--- config.mk ---
export PLATFORM = sky130hd
export DESIGN_NAME = zmod_txpll_ctrl
export DESIGN_NICKNAME = d
export VERILOG_FILES = /design/src/rtl/zmod_txpll_ctrl.sv
export SDC_FILE = /design/constraint.sdc
export NUM_CORES = 1
export LEC_CHECK = 0
export CORE_ASPECT_RATIO = 1.5
export CORE_MARGIN = 1
export CORE_UTILIZATION = 30
export CTS_BUF_LIST = sky130_fd_sc_hd__clkbuf_2 sky130_fd_sc_hd__clkbuf_4 sky130_fd_sc_hd__clkbuf_8
export DETAILED_ROUTE_END_ITERATION = 12
export SYNTH_ARGS = -nofsm -noshare
export SYNTH_HDL_FRONTEND = slang
export SYNTH_SLANG_ARGS = --single-unit
--- constraint.sdc ---
create_clock -name clk -period 2.25 [get_ports clk]
set_clock_uncertainty 0.15 [all_clocks]
set_input_delay 0.225 -clock clk [delete_from_list [all_inputs] [get_ports clk]]
set_output_delay 0.225 -clock clk [all_outputs]
set_load 0.02 [all_outputs]
--- src/rtl/zmod_txpll_ctrl.sv ---
// zmod_txpll_ctrl: power-up and lock sequencer for the ZMOD TX PLL.
// Drives PLL RST/PWRDWN, synchronises LOCKED, requires a stable-lock window,
// then releases the TX datapath reset. Retries on lock timeout, restarts on
// lock loss, and latches a fault once the retry budget is spent.
// Runs on the free-running 100 MHz reference, never on a PLL output.
// Optional build macro ZMOD_TXPLL_CTRL_LOSSCNT_EN adds the saturating
// lock_loss_cnt[15:0] output (RUN-to-RESET lock-loss events, cleared by rstn only).

module zmod_txpll_ctrl #(
    parameter int unsigned RST_PULSE_CYC    = 16,
    parameter int unsigned LOCK_STABLE_CYC  = 1024,
    parameter int unsigned LOCK_TIMEOUT_CYC = 100000,
    parameter int unsigned MAX_RETRY        = 7
) (
    input  logic        clk,
    input  logic        rstn,
    input  logic        enable,
    input  logic        pll_locked,
    output logic        pll_rst,
    output logic        pll_pwrdwn,
    output logic        tx_rst_n,
    output logic        ready,
    output logic        fault,
    output logic [3:0]  retry_cnt
`ifdef ZMOD_TXPLL_CTRL_LOSSCNT_EN
    ,
    output logic [15:0] lock_loss_cnt
`endif
);

    localparam int unsigned MAX_AB  = (RST_PULSE_CYC > LOCK_STABLE_CYC) ? RST_PULSE_CYC : LOCK_STABLE_CYC;
    localparam int unsigned MAX_ALL = (MAX_AB > LOCK_TIMEOUT_CYC) ? MAX_AB : LOCK_TIMEOUT_CYC;
    localparam int          TW      = $clog2(MAX_ALL + 1);

    // Last timer value of each timed phase; the timer is zero on the first cycle of a state.
    localparam logic [TW-1:0] RST_LAST     = TW'(RST_PULSE_CYC - 1);
    localparam logic [TW-1:0] STABLE_LAST  = TW'(LOCK_STABLE_CYC - 1);
    localparam logic [TW-1:0] TIMEOUT_LAST = TW'(LOCK_TIMEOUT_CYC - 1);
    localparam logic [3:0]    RETRY_LIMIT  = 4'(MAX_RETRY);

    typedef enum logic [2:0] {
        ST_OFF,
        ST_RESET,
        ST_WAIT_LOCK,
        ST_STABLE,
        ST_RUN,
        ST_FAULT
    } state_t;

    state_t        state_q, state_d;
    logic [TW-1:0] timer_q, timer_d;
    logic [3:0]    retry_cnt_q, retry_cnt_d;
    logic          locked_meta_q, locked_meta_d;
    logic          locked_s_q, locked_s_d;
    logic          pll_rst_q, pll_rst_d;
    logic          pll_pwrdwn_q, pll_pwrdwn_d;
    logic          tx_rst_n_q, tx_rst_n_d;
    logic          ready_q, ready_d;
    logic          fault_q, fault_d;
`ifdef ZMOD_TXPLL_CTRL_LOSSCNT_EN
    logic [15:0]   loss_cnt_q, loss_cnt_d;
`endif

    // Next state, retry bookkeeping and lock-loss counting; enable=0 beats everything.
    always_comb begin
        state_d       = state_q;
        retry_cnt_d   = retry_cnt_q;
        locked_meta_d = pll_locked;
        locked_s_d    = locked_meta_q;
`ifdef ZMOD_TXPLL_CTRL_LOSSCNT_EN
        loss_cnt_d    = loss_cnt_q;
`endif
        if (!enable) begin
            state_d = ST_OFF;
        end else begin
            case (state_q)
                ST_OFF: begin
                    state_d     = ST_RESET;
                    retry_cnt_d = 4'd0;
                end
                ST_RESET: begin
                    if (timer_q == RST_LAST) begin
                        state_d = ST_WAIT_LOCK;
                    end
                end
                ST_WAIT_LOCK: begin
                    if (locked_s_q) begin
                        state_d = ST_STABLE;
                    end else if (timer_q == TIMEOUT_LAST) begin
                        if (retry_cnt_q < RETRY_LIMIT) begin
                            retry_cnt_d = retry_cnt_q + 4'd1;
                            state_d     = ST_RESET;
                        end else begin
                            state_d = ST_FAULT;
                        end
                    end
                end
                ST_STABLE: begin
                    if (!locked_s_q) begin
                        state_d = ST_WAIT_LOCK;
                    end else if (timer_q == STABLE_LAST) begin
                        state_d     = ST_RUN;
                        retry_cnt_d = 4'd0;
                    end
                end
                ST_RUN: begin
                    if (!locked_s_q) begin
                        state_d = ST_RESET;
`ifdef ZMOD_TXPLL_CTRL_LOSSCNT_EN
                        if (loss_cnt_q != 16'hFFFF) begin
                            loss_cnt_d = loss_cnt_q + 16'd1;
                        end
`endif
                    end
                end
                ST_FAULT: begin
                    state_d = ST_FAULT;
                end
                default: begin
                    state_d = ST_OFF;
                end
            endcase
        end
    end

    // Phase timer: zero on every state entry, counts only in the timed states.
    always_comb begin
        timer_d = '0;
        if (state_d == state_q &&
            (state_q == ST_RESET || state_q == ST_WAIT_LOCK || state_q == ST_STABLE)) begin
            timer_d = timer_q + 1'b1;
        end
    end

    // Output values decoded from the next state so every output is a flop.
    always_comb begin
        pll_pwrdwn_d = (state_d == ST_OFF) || (state_d == ST_FAULT);
        pll_rst_d    = (state_d == ST_OFF) || (state_d == ST_RESET) || (state_d == ST_FAULT);
        tx_rst_n_d   = (state_d == ST_RUN);
        ready_d      = (state_d == ST_RUN);
        fault_d      = (state_d == ST_FAULT);
    end

    // All sequential state, including the two-flop LOCKED synchroniser.
    always_ff @(posedge clk or negedge rstn) begin
        if (!rstn) begin
            state_q       <= ST_OFF;
            timer_q       <= '0;
            retry_cnt_q   <= 4'd0;
            locked_meta_q <= 1'b0;
            locked_s_q    <= 1'b0;
            pll_rst_q     <= 1'b1;
            pll_pwrdwn_q  <= 1'b1;
            tx_rst_n_q    <= 1'b0;
            ready_q       <= 1'b0;
            fault_q       <= 1'b0;
`ifdef ZMOD_TXPLL_CTRL_LOSSCNT_EN
            loss_cnt_q    <= 16'd0;
`endif
        end else begin
            state_q       <= state_d;
            timer_q       <= timer_d;
            retry_cnt_q   <= retry_cnt_d;
            locked_meta_q <= locked_meta_d;
            locked_s_q    <= locked_s_d;
            pll_rst_q     <= pll_rst_d;
            pll_pwrdwn_q  <= pll_pwrdwn_d;
            tx_rst_n_q    <= tx_rst_n_d;
            ready_q       <= ready_d;
            fault_q       <= fault_d;
`ifdef ZMOD_TXPLL_CTRL_LOSSCNT_EN
            loss_cnt_q    <= loss_cnt_d;
`endif
        end
    end

    assign pll_rst    = pll_rst_q;
    assign pll_pwrdwn = pll_pwrdwn_q;
    assign tx_rst_n   = tx_rst_n_q;
    assign ready      = ready_q;
    assign fault      = fault_q;
    assign retry_cnt  = retry_cnt_q;
`ifdef ZMOD_TXPLL_CTRL_LOSSCNT_EN
    assign lock_loss_cnt = loss_cnt_q;
`endif

endmodule

## Yosys cells after proc, flatten, opt, wreduce, memory -nomap -nowiden

Cells that the tools add are included.

| storage, ports and cells | value |
|---|---|
| bits in registers | 30 |
| bits of input ports | 4 |
| output and inout bits | 9 |
| word-level logic and storage cells | 55 |

| cells by class | value |
|---|---|
| add/sub/neg operators | 2 |
| magnitude comparators | 1 |
| equal/unequal tests | 17 |
| mux-type cells | 16 |
| reductions and logical operators | 10 |

Operators by type and width:

| kind | count |
|---|---|
| 2-to-1 mux 3 bit | 8 |
| 2-to-1 mux 4 bit | 5 |
| one-hot mux 3 bit (6 select lines) | 1 |
| adder 17 x 1 -> 17 bit, second input constant | 1 |
| equality test 17 x 10 -> 1 bit, second input constant | 1 |
| equality test 17 bit, second input constant | 1 |
| equality test 17 x 4 -> 1 bit, second input constant | 1 |
| 2-to-1 mux 17 bit | 1 |
| equality test 3 bit, second input constant | 4 |
| one-hot mux 4 bit (3 select lines) | 1 |
| inequality test 2 bit, second input constant | 5 |
| AND reduction 7 bit | 1 |
| equality test 3 x 1 -> 1 bit, second input constant | 2 |
| equality test 3 x 2 -> 1 bit, second input constant | 2 |
| zero test 3 bit | 2 |
| logical OR 1 bit | 5 |
| adder 4 x 1 -> 4 bit, second input constant | 1 |
| less-than comparator 4 x 3 -> 1 bit, second input constant | 1 |
| equality test 3 bit | 1 |
| nonzero test 3 bit | 1 |
| logical AND 1 bit | 1 |

## Longest topological paths before layout

Gate-level depths: netlist of run 1.

| depth | value |
|---|---|
| depth after elaboration | 9 |
| depth in mapped cells | 8 |

## Worst setup path after synthesis of run 1

No wires, ideal clock.

| timing path | value |
|---|---|
| path type | register -> register |
| from | register timer_q[0] |
| to | register timer_q[9] |
| setup time | 0.070 ns |
| arrival | 2.047 ns |
| required time | 2.030 ns |
| slack | -0.017 ns |
| stages on the path, launching flop included | 9 |
| buffers on the path | 1 |
| period minus slack after synthesis | 2.267 ns |
| path through | dfrtp_1 -> ha_1 -> nand4_1 -> nor3_2 -> a31oi_1 -> a22o_2 -> mux2_4 -> buf_8 -> nor2_2 |

| between the ends | value |
|---|---|
| word-level cells in the longest chain between the ends | 8 |

Ends and longest elaborated chain:

| what | RTL line | RTL |
|---|---|---|
| from (decl) | 51 | `logic [TW-1:0] timer_q, timer_d;` |
| from (signal assigned) | 162 | `timer_q <= timer_d;` |
| equality test 17 x 10 -> 1 bit / equality test 17 bit (equally long branches) | 101, 89 |  |
| 2-to-1 mux 3 bit, on equally long branches | 101, 89 |  |
| 2-to-1 mux 3 bit, on equally long branches | 99, 87 |  |
| one-hot mux 3 bit (6 select lines) | 76 | `case (state_q)` |
| 2-to-1 mux 3 bit | 73 | `if (!enable) begin` |
| equality test 3 bit | 129 | `if (state_d == state_q &&` |
| logical AND 1 bit | 129 |  |
| 2-to-1 mux 17 bit (*) | 129 |  |
| via timer_d[9] | 51 |  |

Mark *: on every way through the listed nets, which the timed path passes. The rest lies on a longest branch.
A chain may end at the register's enable or synchronous reset.

## Final worst setup path of run 1

| timing path | value |
|---|---|
| from | register timer_q[13] |
| to | register timer_q[8] |

| between the ends | value |
|---|---|
| word-level cells in the longest chain between the ends | 8 |

Ends and longest elaborated chain:

| what | RTL line |
|---|---|
| equality test 17 x 10 -> 1 bit / equality test 17 bit (equally long branches) | 101, 89 |
| 2-to-1 mux 3 bit, on equally long branches | 101, 89 |
| 2-to-1 mux 3 bit, on equally long branches | 99, 87 |
| one-hot mux 3 bit (6 select lines) (*) | 76 |
| 2-to-1 mux 3 bit (*) | 73 |
| equality test 3 bit (*) | 129 |
| logical AND 1 bit (*) | 129 |
| 2-to-1 mux 17 bit (*) | 129 |
| via timer_d[8] | 51 |

Marked as above.

==> flow_summary.ini, run 1 <==
[final_layout]
design_area_mm2 = 0.00223
num_antenna_cells = 0
drive_gt1_share_pct = 39.1
fin_nets = 207
fin_cells = 268
layout_common_cells = buf_4 (30), dfrtp_1 (28), nand3_1 (12), nor2_4 (12), clkdlybuf4s50_1 (12)
syn_to_final_growth_pct = 42.1
finalCoreUtilization_pct = 45.2
final_common_cell = buf_4

[sta]
worstMarginPinSlew_ns = 0.379
slew_headroom_pct = 74.4
report.final.slew_viol_count = 0
fin_crit_sh_pct = 101
rsz0062_at_grt = yes
fin_crit_ns = 2.27
setup_viol = 12
final.setup.tns_ns = -0.141
setup_slack_ns = -0.0158
timing.fmax_mhz = 441
worst_hold_slack_ns = 0.189
hold_viol_final = 0

[synth]
syn_nets = 159
synthCells = 153
avgSynthCellArea_um2 = 10.2
synth-seq-cells = 30
ys_types = 44
seq_area_frac_synth_pct = 48.1
synth-edff-count = 0
yosysWarnings = 0
synth_area_mm2 = 0.00157
ys_async_sr_fraction_pct = 100
synth_ff_type = dfrtp_1

[floorplanning]
start_util_pct = 31.8
die_width_um = 61
io_pins = 13
core_area_mm2 = 0.00493
die_area_mm2 = 0.00552
rows = 31
die_y_um = 90.5

[run_status]
violations = negative setup slack
status = finished, violations left

[detailed_routing]
routed_wl_um = 3390
firstDrtPassIters = 4
vias = 1265
detail_route.wl_per_cell_um = 12.7
drt-vias-per-instance = 4.72
drc = 0
postRouteAntennaNets = 0
drt_iter0_drc = 78

[placed_design]
gp_congestion = 0.844
io_buffers = 12
postPlaceCellArea_mm2 = 0.00198
hpwl_um = 2510
placed_cells = 255

[worst_setup_path]
r2r_cells = 7
crit_chain = nor4_4 > nor4b_4 > nand4_1 > a22o_2 > mux2_4 > buf_12 > nor2_4
start_kind = register
r2r-end = timer_q[8]
critPathCaptureType = register
critical_path_class = register to register
critPathArrivalTime_ns = 2.33
path_buf_inv = 1
r2r_slack_ns = -0.02
cp_slowest_cell = dfrtp_1
required_ns = 2.31
critPathTopFamily = simple AND/OR/NAND/NOR gates
cp_slowest_stage_delay_ns = 0.41
cp_max_fo = 7
crit-reg2reg-launch = timer_q[13]

[pwr]
power.density_mw_per_mm2 = 480
ir_worst_vdd_v = 0.000282
p_leak_nw = 0.969

[clock_network]
cts_buffers = 5
cts.sinks = 30
cts_tree = yes
h-tree-depth = 2
clk_path_buf_depth = 2
clk_latency_ns = 0.28
ctsHoldBuffers = 0
cts_root_buf = clkbuf_8
cts.clk_slew.worst_paths_ns = 0.06

[global_routing]
grt_pass1_wl_um = 5990
grt_pass1_vias = 1356
antenna_found_initial = 0
grt_max_degree = 31
grt_overflow_total = 0
track_usage_pct = 14.8

[hold_path]
hold_class = input port to asynchronous set/reset pin

[flow_run]
max_cap_viol_count = 0
logic make-up (layout without fill, tap and decap cells):
group                    after synthesis  in the layout  share of synthesized area, %
XOR/XNOR                              15             15                          8.39
buffers and inverters                 11             60                          3.67
flip-flops                            30             30                          48.1
AND/OR/NAND/NOR                       77             77                          29.2
AO/OA/AOI/OAI                         17             17                          8.07
multiplexers                           1              1                         0.958
adder cells (fa/ha/maj)                2              2                          1.60
layout make-up:
cell class	instances	area (µm²)
repair buffers	45	397
clock buffers	7	90.1
inverters	7	26.3
multi-input cells	112	872
fillers	497	2700
flip-flops and latches	30	753
well taps	66	82.6
clock inverters	1	5.00
synth_stat cells, types with 2 or more instances:
library cell	instances	share of area [%]
nor2_2	10	4.0
a31oi_1	3	1.2
o22a_1	2	1.1
dfstp_2	2	3.4
nor4_1	2	0.80
and3_1	4	1.6
nand3_1	13	4.2
xnor2_1	8	4.5
xor2_1	7	3.9
nor2_1	16	3.8
nand4_1	2	0.80
and3_2	3	1.4
ha_1	2	1.6
o21a_1	2	0.96
inv_1	7	1.7
and2_2	2	0.96
a21oi_1	2	0.64
and2b_2	2	1.1
nor3_1	5	1.6
nand2_1	8	1.9
dfrtp_1	28	45
worst max-delay path by stage:
stage | start | end | slack [ns] | depth (start not counted)
floorplan | timer_q[0] | timer_q[9] | 0.02 | 8
CTS | timer_q[12] | timer_q[8] | -0.07 | 7
finish | timer_q[13] | timer_q[8] | -0.02 | 7
global route | timer_q[13] | timer_q[16] | -0.14 | 7
detailed placement | timer_q[13] | timer_q[13] | -0.08 | 7
global placement | timer_q[13] | timer_q[13] | 0.02 | 7
per-stage QoR:
stage	power [mW]	worst slack [ns]
floorplan	0.584	0.0164
detailed placement	0.619	-0.0824
finish	1.07	-0.0158
global route	1.13	-0.144
CTS	1.09	-0.0710
global placement	0.618	0.0216
where the power goes:
part / switching (mW) / leakage (nW) / total [mW] / internal, mW
clock: 0.195 / 0.0517 / 0.453 / 0.258
combinational: 0.0378 / 0.513 / 0.0664 / 0.0285
sequential: 0.00381 / 0.404 / 0.549 / 0.546
state kept, by name, summed over array words and instances, names as in the netlist:
register,count
ready,1
fault,1
locked_meta_q,1
pll_pwrdwn,1
retry_cnt,4
pll_rst,1
locked_s_q,1
state_q,3
timer_q,17
repair_timing:
item | 4_1_cts | 5_1_grt
setup buffers | 3 | 3
endpoints found under the setup margin | 13 | 22
pin swaps | 15 | 7
resized for setup | 15 | 9
worst reg2reg max path: cells and delay by family (launching register included):
kind | cells | cell delay, ns
AO/OA/AOI/OAI | 1 | 0.28
AND/OR/NAND/NOR | 4 | 0.82
buffers and inverters | 1 | 0.17
multiplexers | 1 | 0.37
flip-flops | 1 | 0.41
routing by layer:
| metal | routed length (µm) | vias to the layer above | global-route usage [%] |
|---|---|---|---|
| li1 | - | 626 | - |
| met1 | 1320 | 617 | 16.3 |
| met2 | 1920 | 16 | 25.8 |
| met3 | 91 | 6 | 4.30 |
| met4 | 57 | 0 | 5.49 |
| met5 | 0 | - | 0 |
Note: power is estimated with default switching activity, not from simulation.
==> run 2: changes to the inputs <==
Settings changed: CAP_MARGIN from default to 20, REMOVE_ABC_BUFFERS from default to 1.
==> flow_summary.ini, run 2 (synthesis results as in run 1) <==
[run_status]
status = finished, violations left
violations = negative setup slack

[global_routing]
grt_max_degree = 31
track_usage_pct = 13.6
antenna_found_initial = 0
grt_pass1_wl_um = 5630
grt_overflow_total = 0
grt_pass1_vias = 1276

[worst_setup_path]
crit_path_start = timer_q[13]
critPathArrivalTime_ns = 2.34
r2r_cells = 7
start_kind = register
cp_max_fo = 8
crit-reg2reg-launch = timer_q[13]
critical_path_class = register to register
required_ns = 2.32
r2r_slack_ns = -0.02
critPathCaptureType = register
r2r-end = timer_q[12]

[sta]
setup_viol = 14
fin_crit_ns = 2.27
setup_slack_ns = -0.0232
fin_crit_sh_pct = 101
final.setup.tns_ns = -0.200
hold_viol_final = 0
timing.fmax_mhz = 440
slew_headroom_pct = 74.2
worst_hold_slack_ns = 0.184
rsz0062_at_grt = yes
report.final.slew_viol_count = 0
worstMarginPinSlew_ns = 0.386

[final_layout]
fin_nets = 204
top_register = timer_q
design_area_mm2 = 0.00215
num_antenna_cells = 0
syn_to_final_growth_pct = 37.5
drive_gt1_share_pct = 37.2
largest_reg_flops = 17
layout_common_cells = dfrtp_1 (28), buf_4 (28), nand3_1 (13), clkdlybuf4s50_1 (12), nor2_1 (10)

[floorplanning]
core_area_mm2 = 0.00493
die_area_mm2 = 0.00552
io_pins = 13
rows = 31
die_y_um = 90.5
die_width_um = 61
start_util_pct = 31.8

[placed_design]
place_ws_ns = -0.0404
hpwl_um = 2400
postPlaceCellArea_mm2 = 0.00193
io_buffers = 12
gp_congestion = 0.809

[detailed_routing]
postRouteAntennaNets = 0
drt-vias-per-instance = 4.86
drc = 0
firstDrtPassIters = 4
drt_iter0_drc = 59
detail_route.wl_per_cell_um = 13.0
vias = 1289
routed_wl_um = 3430

[pwr]
p_leak_nw = 0.940
power_mw = 1.07
ir_worst_vdd_v = 0.000173
power.density_mw_per_mm2 = 497

[hold_path]
hold_class = input port to asynchronous set/reset pin

[clock_network]
cts_buffers = 5
clk_latency_ns = 0.28
cts_tree = yes
h-tree-depth = 2
cts.sinks = 30
cts_root_buf = clkbuf_8
cts.clk_slew.worst_paths_ns = 0.06
clk_path_buf_depth = 2

[flow_run]
max_cap_viol_count = 0
run 2: cell types whose count changed in the layout (fill, tap and decap cells not counted), sizes merged:
cell,delta
buf,-3
run 2: how the worst max path moves through the flow:
stage | endpoint | slack [ns]
2_1_floorplan | timer_q[1] | -0.05
3_3_place_gp | timer_q[1] | -0.01
3_5_place_dp | timer_q[1] | -0.04
4_1_cts | timer_q[6] | 0.01
5_1_grt | timer_q[16] | -0.11
6_report | timer_q[12] | -0.02
run 2: area by class of cell:
class                   count  area [µm²]
multi-input cells         112         826
fillers                   503        2770
repair buffers             42         370
inverters                   7        26.3
flip-flops and latches     30         753
clock inverters             1        5.00
well taps                  66        82.6
clock buffers               7        90.1
run 2: per-stage QoR:
stage,utilization (%),cells
global placement,39.2,253
finish,43.7,265
CTS,42.0,263
detailed placement,39.2,253
global route,43.7,265
floorplan,-,149
run 2: power breakdown:
part / switching (mW) / internal (mW)
clock network: 0.201 / 0.258
logic: 0.0357 / 0.0263
registers: 0.00423 / 0.546
run 2: what timing repair did:
item / CTS / global route
hold buffers: 0 / 0
hold endpoints to repair: 0 / 0
gates resized for setup: 0 / 17
gates cloned: 0 / 0
pin swaps: 0 / 1
setup buffers: 2 / 2
endpoints found under the setup margin: 1 / 21
run 2: layer usage:
metal  share of wire, %  up-vias  GRT usage, %
li1                   -      622             -
met1                 39      639          15.2
met2                 56       24          23.0
met3                3.2        4          3.44
met4                1.9        0          6.25
met5                  0        -             0
run 2: worst max-delay path: stages (launching register included):
cell	delay, ns
dfrtp_1	0.40
nor4_4	0.29
nor4b_4	0.30
nand4_1	0.18
a22o_2	0.29
mux2_4	0.35
buf_12	0.17
nor2_2	0.09
